==> src/rtl/tpu_pkg.sv <==
// Shared definitions for the TPU command issuer: command word layout,
// field widths/offsets and the issuer FSM state type.
package tpu_pkg;

  localparam int unsigned OPCODE_W = 3;
  localparam int unsigned ADDR_W   = 8;

  // Command word fields, listed from LSB upwards.
  typedef enum logic [2:0] {
    FLD_SUBMAT_COL = 3'd0,
    FLD_SUBMAT_ROW = 3'd1,
    FLD_ADDR_1     = 3'd2,
    FLD_DIM_3      = 3'd3,
    FLD_DIM_2      = 3'd4,
    FLD_DIM_1      = 3'd5,
    FLD_OPCODE     = 3'd6
  } cmd_field_e;

  typedef enum logic [1:0] {
    ST_IDLE      = 2'd0,
    ST_ISSUE     = 2'd1,
    ST_WAIT_DONE = 2'd2
  } issuer_state_e;

  function automatic int unsigned dim_width(input int unsigned wh);
    return (wh > 1) ? $clog2(wh) : 1;
  endfunction

  function automatic int unsigned submat_width(input int unsigned wh, input int unsigned mm);
    return ((mm / wh) > 1) ? $clog2(mm / wh) : 1;
  endfunction

  function automatic int unsigned cmd_width(input int unsigned dw, input int unsigned sw);
    return OPCODE_W + 3 * dw + ADDR_W + 2 * sw;
  endfunction

  function automatic int unsigned field_width(input cmd_field_e f, input int unsigned dw,
                                              input int unsigned sw);
    case (f)
      FLD_SUBMAT_COL, FLD_SUBMAT_ROW:  return sw;
      FLD_ADDR_1:                      return ADDR_W;
      FLD_DIM_3, FLD_DIM_2, FLD_DIM_1: return dw;
      default:                         return OPCODE_W;
    endcase
  endfunction

  function automatic int unsigned field_offset(input cmd_field_e f, input int unsigned dw,
                                               input int unsigned sw);
    case (f)
      FLD_SUBMAT_COL: return 0;
      FLD_SUBMAT_ROW: return sw;
      FLD_ADDR_1:     return 2 * sw;
      FLD_DIM_3:      return 2 * sw + ADDR_W;
      FLD_DIM_2:      return 2 * sw + ADDR_W + dw;
      FLD_DIM_1:      return 2 * sw + ADDR_W + 2 * dw;
      default:        return 2 * sw + ADDR_W + 3 * dw;
    endcase
  endfunction

  // Command word width at the default geometry (16x16 array, 128 max edge): 29.
  localparam int unsigned CMD_W = cmd_width(dim_width(16), submat_width(16, 128));

endpackage

==> src/rtl/tpu_cmd_fifo.sv <==
// Command queue: power-of-two depth FIFO with registered occupancy.
// full/empty come from the occupancy register only, so they never depend
// combinationally on push/pop.
module tpu_cmd_fifo #(
  parameter int unsigned WIDTH = 29,
  parameter int unsigned DEPTH = 4
) (
  input  logic             clk,
  input  logic             reset,
  input  logic             push,
  input  logic             pop,
  input  logic [WIDTH-1:0] wdata,
  output logic [WIDTH-1:0] rdata,
  output logic             full,
  output logic             empty
);

  localparam int unsigned PTR_W = (DEPTH > 1) ? $clog2(DEPTH) : 1;
  localparam int unsigned CNT_W = PTR_W + 1;

  logic [WIDTH-1:0] mem_q [DEPTH];
  logic [PTR_W-1:0] wr_ptr_q, wr_ptr_d;
  logic [PTR_W-1:0] rd_ptr_q, rd_ptr_d;
  logic [CNT_W-1:0] cnt_q, cnt_d;
  logic             push_ok;
  logic             pop_ok;

  assign full    = (cnt_q == CNT_W'(DEPTH));
  assign empty   = (cnt_q == '0);
  assign push_ok = push && !full;
  assign pop_ok  = pop && !empty;
  assign rdata   = mem_q[rd_ptr_q];

  // Pointer and occupancy next-state; pointers wrap naturally at DEPTH.
  always_comb begin
    wr_ptr_d = wr_ptr_q;
    rd_ptr_d = rd_ptr_q;
    cnt_d    = cnt_q;
    if (push_ok) wr_ptr_d = wr_ptr_q + PTR_W'(1);
    if (pop_ok)  rd_ptr_d = rd_ptr_q + PTR_W'(1);
    case ({push_ok, pop_ok})
      2'b10:   cnt_d = cnt_q + CNT_W'(1);
      2'b01:   cnt_d = cnt_q - CNT_W'(1);
      default: cnt_d = cnt_q;
    endcase
  end

  // Control registers, cleared asynchronously.
  always_ff @(posedge clk or negedge reset) begin
    if (!reset) begin
      wr_ptr_q <= '0;
      rd_ptr_q <= '0;
      cnt_q    <= '0;
    end else begin
      wr_ptr_q <= wr_ptr_d;
      rd_ptr_q <= rd_ptr_d;
      cnt_q    <= cnt_d;
    end
  end

  // Storage; contents are only observed while occupancy says they are valid.
  always_ff @(posedge clk) begin
    if (push_ok) mem_q[wr_ptr_q] <= wdata;
  end

endmodule

==> src/rtl/tpu_cmd_issuer.sv <==
// TPU command issuer: queues host commands, launches them one at a time
// with a single-cycle start pulse, waits for done under a watchdog and
// counts completions.
module tpu_cmd_issuer
  import tpu_pkg::*;
#(
  parameter  int unsigned WIDTH_HEIGHT = 16,
  parameter  int unsigned MAX_MAT_WH   = 128,
  parameter  int unsigned FIFO_DEPTH   = 4,
  parameter  int unsigned TIMEOUT      = 1024,
  localparam int unsigned DIM_W        = dim_width(WIDTH_HEIGHT),
  localparam int unsigned SUB_W        = submat_width(WIDTH_HEIGHT, MAX_MAT_WH),
  localparam int unsigned CMD_WIDTH    = cmd_width(DIM_W, SUB_W)
) (
  input  logic                 clk,
  input  logic                 reset,
  input  logic                 cmd_valid,
  output logic                 cmd_ready,
  input  logic [CMD_WIDTH-1:0] cmd_data,
  output logic                 start,
  output logic [OPCODE_W-1:0]  opcode,
  output logic [DIM_W-1:0]     dim_1,
  output logic [DIM_W-1:0]     dim_2,
  output logic [DIM_W-1:0]     dim_3,
  output logic [ADDR_W-1:0]    addr_1,
  output logic [SUB_W-1:0]     accum_table_submat_row_in,
  output logic [SUB_W-1:0]     accum_table_submat_col_in,
  input  logic                 done,
  output logic                 busy,
  output logic                 timeout_err,
  input  logic                 err_clr,
  output logic [7:0]           cmd_done_count
);

  localparam int unsigned WD_W     = (TIMEOUT > 2) ? $clog2(TIMEOUT) : 1;
  localparam int unsigned OFF_OP   = field_offset(FLD_OPCODE, DIM_W, SUB_W);
  localparam int unsigned OFF_D1   = field_offset(FLD_DIM_1, DIM_W, SUB_W);
  localparam int unsigned OFF_D2   = field_offset(FLD_DIM_2, DIM_W, SUB_W);
  localparam int unsigned OFF_D3   = field_offset(FLD_DIM_3, DIM_W, SUB_W);
  localparam int unsigned OFF_ADDR = field_offset(FLD_ADDR_1, DIM_W, SUB_W);
  localparam int unsigned OFF_ROW  = field_offset(FLD_SUBMAT_ROW, DIM_W, SUB_W);
  localparam int unsigned OFF_COL  = field_offset(FLD_SUBMAT_COL, DIM_W, SUB_W);

  issuer_state_e        state_q, state_d;
  logic                 start_q, start_d;
  logic [CMD_WIDTH-1:0] fields_q, fields_d;
  logic [WD_W-1:0]      wd_q, wd_d;
  logic [7:0]           count_q, count_d;
  logic                 err_q, err_d;
  logic                 err_set;
  logic                 fifo_pop;
  logic                 fifo_full;
  logic                 fifo_empty;
  logic [CMD_WIDTH-1:0] fifo_rdata;

  tpu_cmd_fifo #(
    .WIDTH (CMD_WIDTH),
    .DEPTH (FIFO_DEPTH)
  ) u_fifo (
    .clk   (clk),
    .reset (reset),
    .push  (cmd_valid),
    .pop   (fifo_pop),
    .wdata (cmd_data),
    .rdata (fifo_rdata),
    .full  (fifo_full),
    .empty (fifo_empty)
  );

  assign cmd_ready                 = !fifo_full;
  assign busy                      = (state_q != ST_IDLE) || !fifo_empty;
  assign start                     = start_q;
  assign timeout_err               = err_q;
  assign cmd_done_count            = count_q;
  assign opcode                    = fields_q[OFF_OP +: OPCODE_W];
  assign dim_1                     = fields_q[OFF_D1 +: DIM_W];
  assign dim_2                     = fields_q[OFF_D2 +: DIM_W];
  assign dim_3                     = fields_q[OFF_D3 +: DIM_W];
  assign addr_1                    = fields_q[OFF_ADDR +: ADDR_W];
  assign accum_table_submat_row_in = fields_q[OFF_ROW +: SUB_W];
  assign accum_table_submat_col_in = fields_q[OFF_COL +: SUB_W];

  // Issue sequencing: pop and latch in IDLE, pulse start in ISSUE, then
  // wait for done or watchdog expiry. done wins over a same-cycle timeout.
  always_comb begin
    state_d  = state_q;
    start_d  = 1'b0;
    fields_d = fields_q;
    wd_d     = wd_q;
    count_d  = count_q;
    err_set  = 1'b0;
    fifo_pop = 1'b0;
    case (state_q)
      ST_IDLE: begin
        if (!fifo_empty) begin
          fifo_pop = 1'b1;
          fields_d = fifo_rdata;
          start_d  = 1'b1;
          state_d  = ST_ISSUE;
        end
      end
      ST_ISSUE: begin
        wd_d    = '0;
        state_d = ST_WAIT_DONE;
      end
      ST_WAIT_DONE: begin
        if (done) begin
          count_d = count_q + 8'd1;
          state_d = ST_IDLE;
        end else if (wd_q == WD_W'(TIMEOUT - 1)) begin
          err_set = 1'b1;
          state_d = ST_IDLE;
        end else begin
          wd_d = wd_q + WD_W'(1);
        end
      end
      default: state_d = ST_IDLE;
    endcase
    err_d = err_set ? 1'b1 : (err_clr ? 1'b0 : err_q);
  end

  // All issuer state, cleared asynchronously.
  always_ff @(posedge clk or negedge reset) begin
    if (!reset) begin
      state_q  <= ST_IDLE;
      start_q  <= 1'b0;
      fields_q <= '0;
      wd_q     <= '0;
      count_q  <= '0;
      err_q    <= 1'b0;
    end else begin
      state_q  <= state_d;
      start_q  <= start_d;
      fields_q <= fields_d;
      wd_q     <= wd_d;
      count_q  <= count_d;
      err_q    <= err_d;
    end
  end

endmodule
==> config.mk <==
export PLATFORM = sky130hd
export DESIGN_NAME = tpu_cmd_issuer
export DESIGN_NICKNAME = d
export VERILOG_FILES = /design/src/rtl/tpu_pkg.sv /design/src/rtl/tpu_cmd_fifo.sv /design/src/rtl/tpu_cmd_issuer.sv
export SDC_FILE = /design/constraint.sdc
export NUM_CORES = 1
export LEC_CHECK = 0
export ABC_AREA = 1
export BUFFER_PORTS_ARGS = -buffer_cell sky130_fd_sc_hd__buf_2
export CORE_UTILIZATION = 40
export DETAILED_ROUTE_END_ITERATION = 8
export RECOVER_POWER = 100
export SLEW_MARGIN = 10
export SYNTH_ARGS = -nofsm -noshare
export SYNTH_HDL_FRONTEND = slang
export SYNTH_HIERARCHICAL = 1
export SYNTH_SLANG_ARGS = --single-unit
export TNS_END_PERCENT = 100
==> constraint.sdc <==
create_clock -name clk -period 3 [get_ports clk]
set_input_delay 0 -clock clk [delete_from_list [all_inputs] [get_ports clk]]
set_output_delay 0 -clock clk [all_outputs]
set_load 0.005 [all_outputs]
-- Yosys cells after proc, flatten, opt, wreduce, memory -nomap -nowiden
Memories as Yosys holds them, arrays and structs flattened. A register that Yosys moved wholly into a read port is not among the register bits.
Index checks and enable logic that the tools add are counted.
- RAM bits: 116
- register bits: 29
- memories kept: 1
- eq/ne operators: 10
- reductions and logical operators: 16
- add/sub/neg operators: 6
- mux-type cells: 17
- bitwise logic cells: 1
- memories (name ; words ; bits a word ; rd ports ; clocked after Yosys merged registers in ; write ports ; RTL line ; text):
    u_fifo.mem_q ; 4 ; 29 ; 1 ; 1 ; 1 ; tpu_cmd_fifo.sv:21 ; logic [WIDTH-1:0] mem_q [DEPTH];
- operator list (operator ; count):
    10-bit two-way mux ; 2
    10-bit one-hot mux with 2 select lines ; 1
    10-bit by 1-bit adder with 10-bit output, second input constant ; 1
    10-bit equality test, second input constant ; 1
    1-bit two-way mux ; 9
    8-bit by 1-bit adder with 8-bit output, second input constant ; 1
    2-bit nonzero test ; 4
    2-bit two-way mux ; 3
    2-bit inequality test, second input constant ; 3
    2-bit one-hot mux with 3 select lines ; 1
    3-bit one-hot mux with 2 select lines ; 1
    2-bit AND reduction ; 3
    2-bit by 1-bit adder with 2-bit output, second input constant ; 2
    2-bit by 1-bit equality test with 1-bit output, second input constant ; 2
    2-bit equality test, second input constant ; 2
    3-bit by 1-bit adder with 3-bit output, second input constant ; 1
    3-bit equality test, second input constant ; 1
    1-bit logical NOT ; 3
    3-bit logical NOT ; 1
    3-bit inequality test, second input constant ; 1
    3-bit AND reduction ; 1
    3-bit by 1-bit subtractor with 3-bit output, second input constant ; 1
    1-bit logical AND ; 2
    2-bit logical NOT ; 1
    2 further kinds ; 2

-- Depth between registers and ports, before layout
Gate-level depths: netlist (run 1).
- word-level depth: 6
- mapped depth: 15
- depth with buffers taken out: 14

-- Hierarchy
The synthesis (run 1) kept the hierarchy.
- by module, submodules not included (module ; area each (sq um) ; cells an instance ; seq. area each (sq um) ; instances):
    tpu_cmd_fifo ; 5178.7 ; 399 ; 3658.5 ; 1
    tpu_cmd_issuer ; 2359.8 ; 278 ; 1276.2 ; 1

-- Worst setup path before layout (run 1)
OpenSTA, ideal clock, no wires.
- path type: reg2reg
- start: register u_fifo.cnt_q[0]
- end: memory u_fifo.mem_q[0][0] (enable)
- setup slack: 0.637 ns
- library setup time: 0.415 ns
- arrival time: 1.948 ns
- stages on the path, launching flop included: 5
- period minus slack after synthesis: 2.363 ns
- buffers on the path: 0
- cells stage by stage: dfrtp_1 inv_2 nand3_1 nand2_1 nor2_1
- longest elaborated chain between the ends: 5
- ends and longest elaborated chain (what ; RTL line ; text):
    start, declared ; tpu_cmd_fifo.sv:24 ; logic [CNT_W-1:0] cnt_q, cnt_d;
    start signal, assigned ; tpu_cmd_fifo.sv:57 ; cnt_q <= cnt_d;
    3-bit equality test ; tpu_cmd_fifo.sv:28 ; assign full = (cnt_q == CNT_W'(DEPTH));
    1-bit logical NOT ; tpu_cmd_fifo.sv:30 ; assign push_ok = push && !full;
    1-bit logical AND ; tpu_cmd_fifo.sv:30 ;
    1-bit two-way mux ; tpu_cmd_fifo.sv:63 ; if (push_ok) mem_q[wr_ptr_q] <= wdata;
    1-bit two-way mux (not written as such) ; tpu_cmd_fifo.sv:63 ;
    end, declared ; tpu_cmd_fifo.sv:21 ;
No other way between the ends.

-- Worst setup path after layout (run 1)
- start: register u_fifo.cnt_q[1]
- end: memory u_fifo.mem_q[1][22] (enable)
Same word-level chain as after synthesis.

==> metrics.yaml, run 1 <==
outcome: "finished clean"
crit_required_ns: 3.09
avgViaCountPerCell: 4.68
gr-total-overflow: 0
place_area_um2: 8170
hold_viol: 0
max_slew_margin_pct: 17.7
cts_buffers: 17
synth_cells: 677
design_area_um2: 8940
grt_max_degree: 49
wl_per_cell_um: 14.1
path_class: "reg -> reg"
comb_power_share_pct: 32.9
routed_wl_um: 14600
clk_pin_slew_worst_paths_ns: 0.07
setup.worst_path.start_class: "flop"
total_power_mw: 8.49
synth_edf_count: 116
dpl.cell_count: 964
crit_chain: "inv_1 > nand3_1 > nand2_1 > nor2_1 > buf_4"
firstDrtPassIters: 4
crit_path_max_incr_delay_ns: 0.69
clk_latency_ns: 0.42
setup_slack_ns: 0.669
wl_met1_um: 6650
grt_usage_pct: 16.1
cts_max_path_buffers: 2
internal_power_mw: 5.45
peakVddDrop_mv: 0.565
rsz0062_at_grt: "no"
place_congestion: 0.792
hp-class: "in -> async"
cp.arrival_ns: 2.42
pre_cts_slack_ns: 0.880
met3_length_um: 544
ant_nets: 0
drc_errors: 0
cp_max_fo: 21
port_buffers: 74
met2_length_um: 7230
cellPowerDensity_nw_per_um2: 949
yosysSeqAreaShare_pct: 65.5
drt_first_iter_violations: 283
core_um2: 18200
cp_slowest_cell: "nor2_1"
synth-seq-cells: 174
skew_ns: 0.00739
switching_share_pct: 35.8
drv_slew: 0
yosys_warnings: 6
top_layer_used: "met4"
nets: 830
dp_hpwl_um: 8980
fmax_ghz: 0.429
hold_ws_ns: 0.378
areaGrowthSynthToFinish_pct: 18.6
grt_pass1_vias: 4767
synth_area_per_cell_um2: 11.1
cts_tree: "built"
syn_nets: 719
worst_pin_slew_ns: 1.23
most-common-layout-cells: "nand2_1, edfxtp_1, inv_1"
p_leak_nw: 3.95
power_frac_seq_pct: 41.3
antenna_found_initial: 0
async_flop_share_pct: 33.3
die_h_um: 139
drive_gt1_share_pct: 14.9
fp.dieW_um: 139
period_share_pct: 77.7
io_pins: 75
cts.htree.levels: 4
antennaDiodeCount: 0
routed-via-count: 4825
die_area_um2: 19400
cp-end-kind: "flop"
utilization_pct: 49.1
p_clk_share_pct: 25.8
fin_cells: 1030
row_count: 49
synth_area_um2: 7540
cts_sinks: 174
grt_pass1_wl_um: 24000
maxCapViolations: 0
synthFlopType: "edfxtp_1"
finalSetupViolCount: 0
min_period_ns: 2.33
yosysUniqueCellTypes: 33
p_sw_mw: 3.04
initial_utilization_pct: 41.4
fin_setup_tns_ns: 0
final_common_cell: "nand2_1"
cts_root_buf: "clkbuf_16"
==> timing repair <==
action | CTS | global route
gates resized for setup | 0 | 0
hold buffers | 34 | 0
setup buffers | 0 | 0
endpoints found under the hold margin | 164 | 0
==> cells in the mapped netlist (2+ instances only) <==
cell / n / share of area, %
inv_1: 84 / 4.2
xnor2_1: 4 / 0.46
edfxtp_1: 116 / 46
nand3_1: 23 / 1.5
nor3b_1: 2 / 0.20
nor2_1: 17 / 0.85
o211ai_1: 29 / 2.9
buf_2: 15 / 1.0
o211ai_2: 29 / 4.8
nor3_2: 2 / 0.27
inv_2: 16 / 0.80
buf_6: 4 / 0.60
o21ai_1: 2 / 0.13
dfrtp_1: 58 / 19
nor2_4: 3 / 0.45
ha_1: 7 / 1.2
buf_4: 2 / 0.20
nand2_8: 2 / 0.53
nor2_2: 4 / 0.33
nand4_1: 3 / 0.25
xor2_1: 4 / 0.46
nand2_1: 239 / 12
buf_1: 2 / 0.10
==> cell type report <==
class / count / area, um^2
fillers: 1624 / 9270
flip-flops and latches: 174 / 4930
multi-input cells: 378 / 2010
repair buffers: 116 / 736
clock buffers: 20 / 457
inverters: 101 / 384
well taps: 229 / 287
clock inverters: 12 / 135
==> worst paths after layout <==
path	startpoint	to	slack, ns	cells past startpoint
worst max-delay path	u_fifo/cnt_q[1]	u_fifo/mem_q[1][22]	0.67	5
worst min-delay path	reset	wd_q[4]	0.38	2
worst max register to register	u_fifo/cnt_q[1]	u_fifo/mem_q[1][22]	0.67	5
worst min register to register	fields_q[28]	fields_q[28]	0.47	2
max in group asynchronous	reset	fields_q[14]	1.30	3
min in group clk	cmd_data[5]	u_fifo/mem_q[2][5]	0.39	2
==> metal layers <==
metal	track usage [%]	vias up
met5	0	-
met4	4.97	0
met3	3.99	13
met2	27.6	97
met1	20.1	2277
li1	-	2438
==> cells by family (layout without fill, tap and decap cells) <==
kind of cell / Yosys count / count (layout) / synth area share, %
flops: 174 / 174 / 65.5
buf+inv: 125 / 249 / 7.00
xor+xnor: 8 / 8 / 0.929
compound gates: 62 / 62 / 8.02
simple gates: 300 / 300 / 17.2
fa+ha+maj: 8 / 8 / 1.43
==> worst max-delay path: cells and delay by family (launching register included) <==
| kind | cells | cell delay [ns] |
|---|---|---|
| buffers and inverters | 2 | 0.53 |
| flip-flops | 1 | 0.35 |
| AND/OR/NAND/NOR | 3 | 1.10 |
==> sequential cells by signal (all words and copies together), names as in the netlist <==
register	flops
timeout_err	1
wd_q	10
state_q	2
fields_q	29
cmd_done_count	8
u_fifo/cnt_q	3
u_fifo/wr_ptr_q	2
u_fifo/mem_q	116
start	1
u_fifo/rd_ptr_q	2
==> power groups by stage <==
stage	logic [mW]	clock network, mW	registers [mW]
3_3_place_gp	2.85	0	3.53
2_1_floorplan	2.05	0	3.55
6_report	2.79	2.19	3.50
4_1_cts	2.96	2.24	3.51
3_5_place_dp	2.91	0	3.55
5_1_grt	3.20	2.34	3.57
No activity file was read; power rests on OpenSTA's default activity.
==> run 2, diff against run 1 <==
clock period = 2.4 ns   (was 3 ns; I/O delays follow)
==> run 2 against run 1 <==
Effect of this change: count of clock-buffer cells in the layout shrank 1; fmax increased by 9.0%; critical path depth up 2; critical path type unchanged; largest cell class unchanged; largest power group unchanged.
==> metrics.yaml, run 2 (same netlist as run 1, synthesis figures left out) <==
peakVddDrop_mv: 0.690
clk_latency_ns: 0.43
io_pins: 75
pre_cts_slack_ns: 0.397
p_leak_nw: 3.95
path_class: "reg -> reg"
drc_errors: 0
ff2ff_path_depth: 7
final_common_cell: "nand2_1"
cts_setup_buffers: 0
reg2reg_to: "timeout_err"
largest_reg_flops: 116
grt_pass1_wl_um: 25000
drv_slew: 0
ant_nets: 0
die_area_um2: 19400
grt_pass1_vias: 4855
dpl.cell_count: 972
cts_tree: "built"
internal_power_mw: 6.59
cp_max_fo: 6
most-common-layout-cells: "nand2_1, edfxtp_1, inv_1"
port_buffers: 74
areaGrowthSynthToFinish_pct: 18.9
fmax_ghz: 0.468
r2r_start: "state_q[1]"
max_slew_margin_pct: 10.9
switching_share_pct: 37.1
cp-endpoint: "timeout_err"
r2r_setup_slack_ns: 0.26
total_power_mw: 10.5
gr-total-overflow: 0
clk_pin_slew_worst_paths_ns: 0.07
cts_root_buf: "clkbuf_16"
core_um2: 18200
worst_pin_slew_ns: 1.34
crit_required_ns: 2.76
routed-via-count: 4905
min_period_ns: 2.14
p_sw_mw: 3.88
skew_ns: 0.0112
reg_top3: "u_fifo/mem_q: 116 flops, fields_q: 29 flops, wd_q: 10 flops"
hold_viol: 0
hp-class: "in -> reg"
fin_cells: 1038
maxCapViolations: 0
regMostFlops: "u_fifo/mem_q"
cp-end-kind: "flop"
grt_max_degree: 42
rsz0062_at_grt: "no"
wl_per_cell_um: 14.6
comb_power_share_pct: 34.6
cts_sinks: 174
row_count: 49
place_congestion: 0.779
setup.worst_path.start_class: "flop"
setup_slack_ns: 0.262
die_h_um: 139
dp_hpwl_um: 9460
avgViaCountPerCell: 4.73
cp.arrival_ns: 2.50
drive_gt1_share_pct: 15.6
timing.critical_path.from: "state_q[1]"
power_frac_seq_pct: 42.0
cts.htree.levels: 4
cellPowerDensity_nw_per_um2: 1170
outcome: "finished clean"
cts_max_path_buffers: 2
finalSetupViolCount: 0
grt_usage_pct: 16.8
period_share_pct: 89.1
p_clk_share_pct: 23.5
nets: 838
cts_buffers: 17
fin_setup_tns_ns: 0
antennaDiodeCount: 0
firstDrtPassIters: 4
routed_wl_um: 15100
fp.dieW_um: 139
antenna_found_initial: 0
initial_utilization_pct: 41.4
drt_first_iter_violations: 192
==> run 2: changes by cell type in the layout (fill, tap and decap cells not counted), moves of 2 or more <==
cell       delta
clkbuf_2      +6
clkbuf_1      +5
buf_4         -3
clkinv_1      +3
nor2_1        -3
bufinv_16     -2
clkbuf_8      -2
clkinv_4      +2
nor2_4        +2
==> run 2: power groups by stage <==
stage | clock [mW] | sequential, mW | combinational (mW)
floorplan | 0 | 4.43 | 2.56
global placement | 0 | 4.42 | 3.67
detailed placement | 0 | 4.45 | 3.76
CTS | 2.54 | 4.40 | 3.82
global route | 2.66 | 4.48 | 4.14
finish | 2.46 | 4.39 | 3.62
==> run 2: cell type report <==
class                           count  area, um^2
Tap cell                          229         287
Clock buffer                       19         433
Sequential cell                   174        4930
Fill cell                        1644        9240
Inverter                          101         383
Multi-Input combinational cell    378        2060
Timing Repair Buffer              124         778
Clock inverter                     13        88.8
==> run 2: how the worst min path moves through the flow <==
| stage | startpoint | end | slack [ns] | cells after the start |
|---|---|---|---|---|
| floorplan | reset | cmd_done_count[0] | -0.30 | 0 |
| finish | cmd_data[25] | u_fifo/mem_q[1][25] | 0.37 | 2 |
| global route | cmd_data[11] | u_fifo/mem_q[0][11] | 0.39 | 2 |
| detailed placement | reset | wd_q[5] | 0.03 | 1 |
| CTS | reset | wd_q[9] | 0.11 | 2 |
| global placement | reset | wd_q[5] | 0.03 | 1 |
==> run 2: routing by layer <==
layer / vias to the layer above / global-route usage [%] / part of all wire (%)
li1: 2450 / - / -
met3: 17 / 3.48 / 3.0
met5: - / 0 / 0
met4: 0 / 7.08 / 1.4
met2: 85 / 28.3 / 50
met1: 2353 / 21.1 / 46
==> run 2: stage by stage <==
stage	utilization, %	cell area (um^2)	hold WS (ns)
after floorplan	-	7540	-0.296
after global placement	45.2	8240	0.0291
after detailed placement	45.2	8240	0.0338
after CTS	50.0	9100	0.110
after global routing	49.2	8960	0.389
final	49.2	8960	0.373
==> run 2: what timing repair did <==
item / CTS / global route
hold buffers: 34 / 0
hold endpoints to repair: 142 / 0
resized for setup: 0 / 0
==> run 2: worst max-delay path, stage by stage, from the launching register on <==
cell and delay [ns]:
dfrtp_1 0.38, clkinv_1 0.07, nor2_1 0.24, clkinvlp_2 0.41, nor2_8 0.25, nand3_1 0.09
o21ai_1 0.08, dlygate4sd3_1 0.55
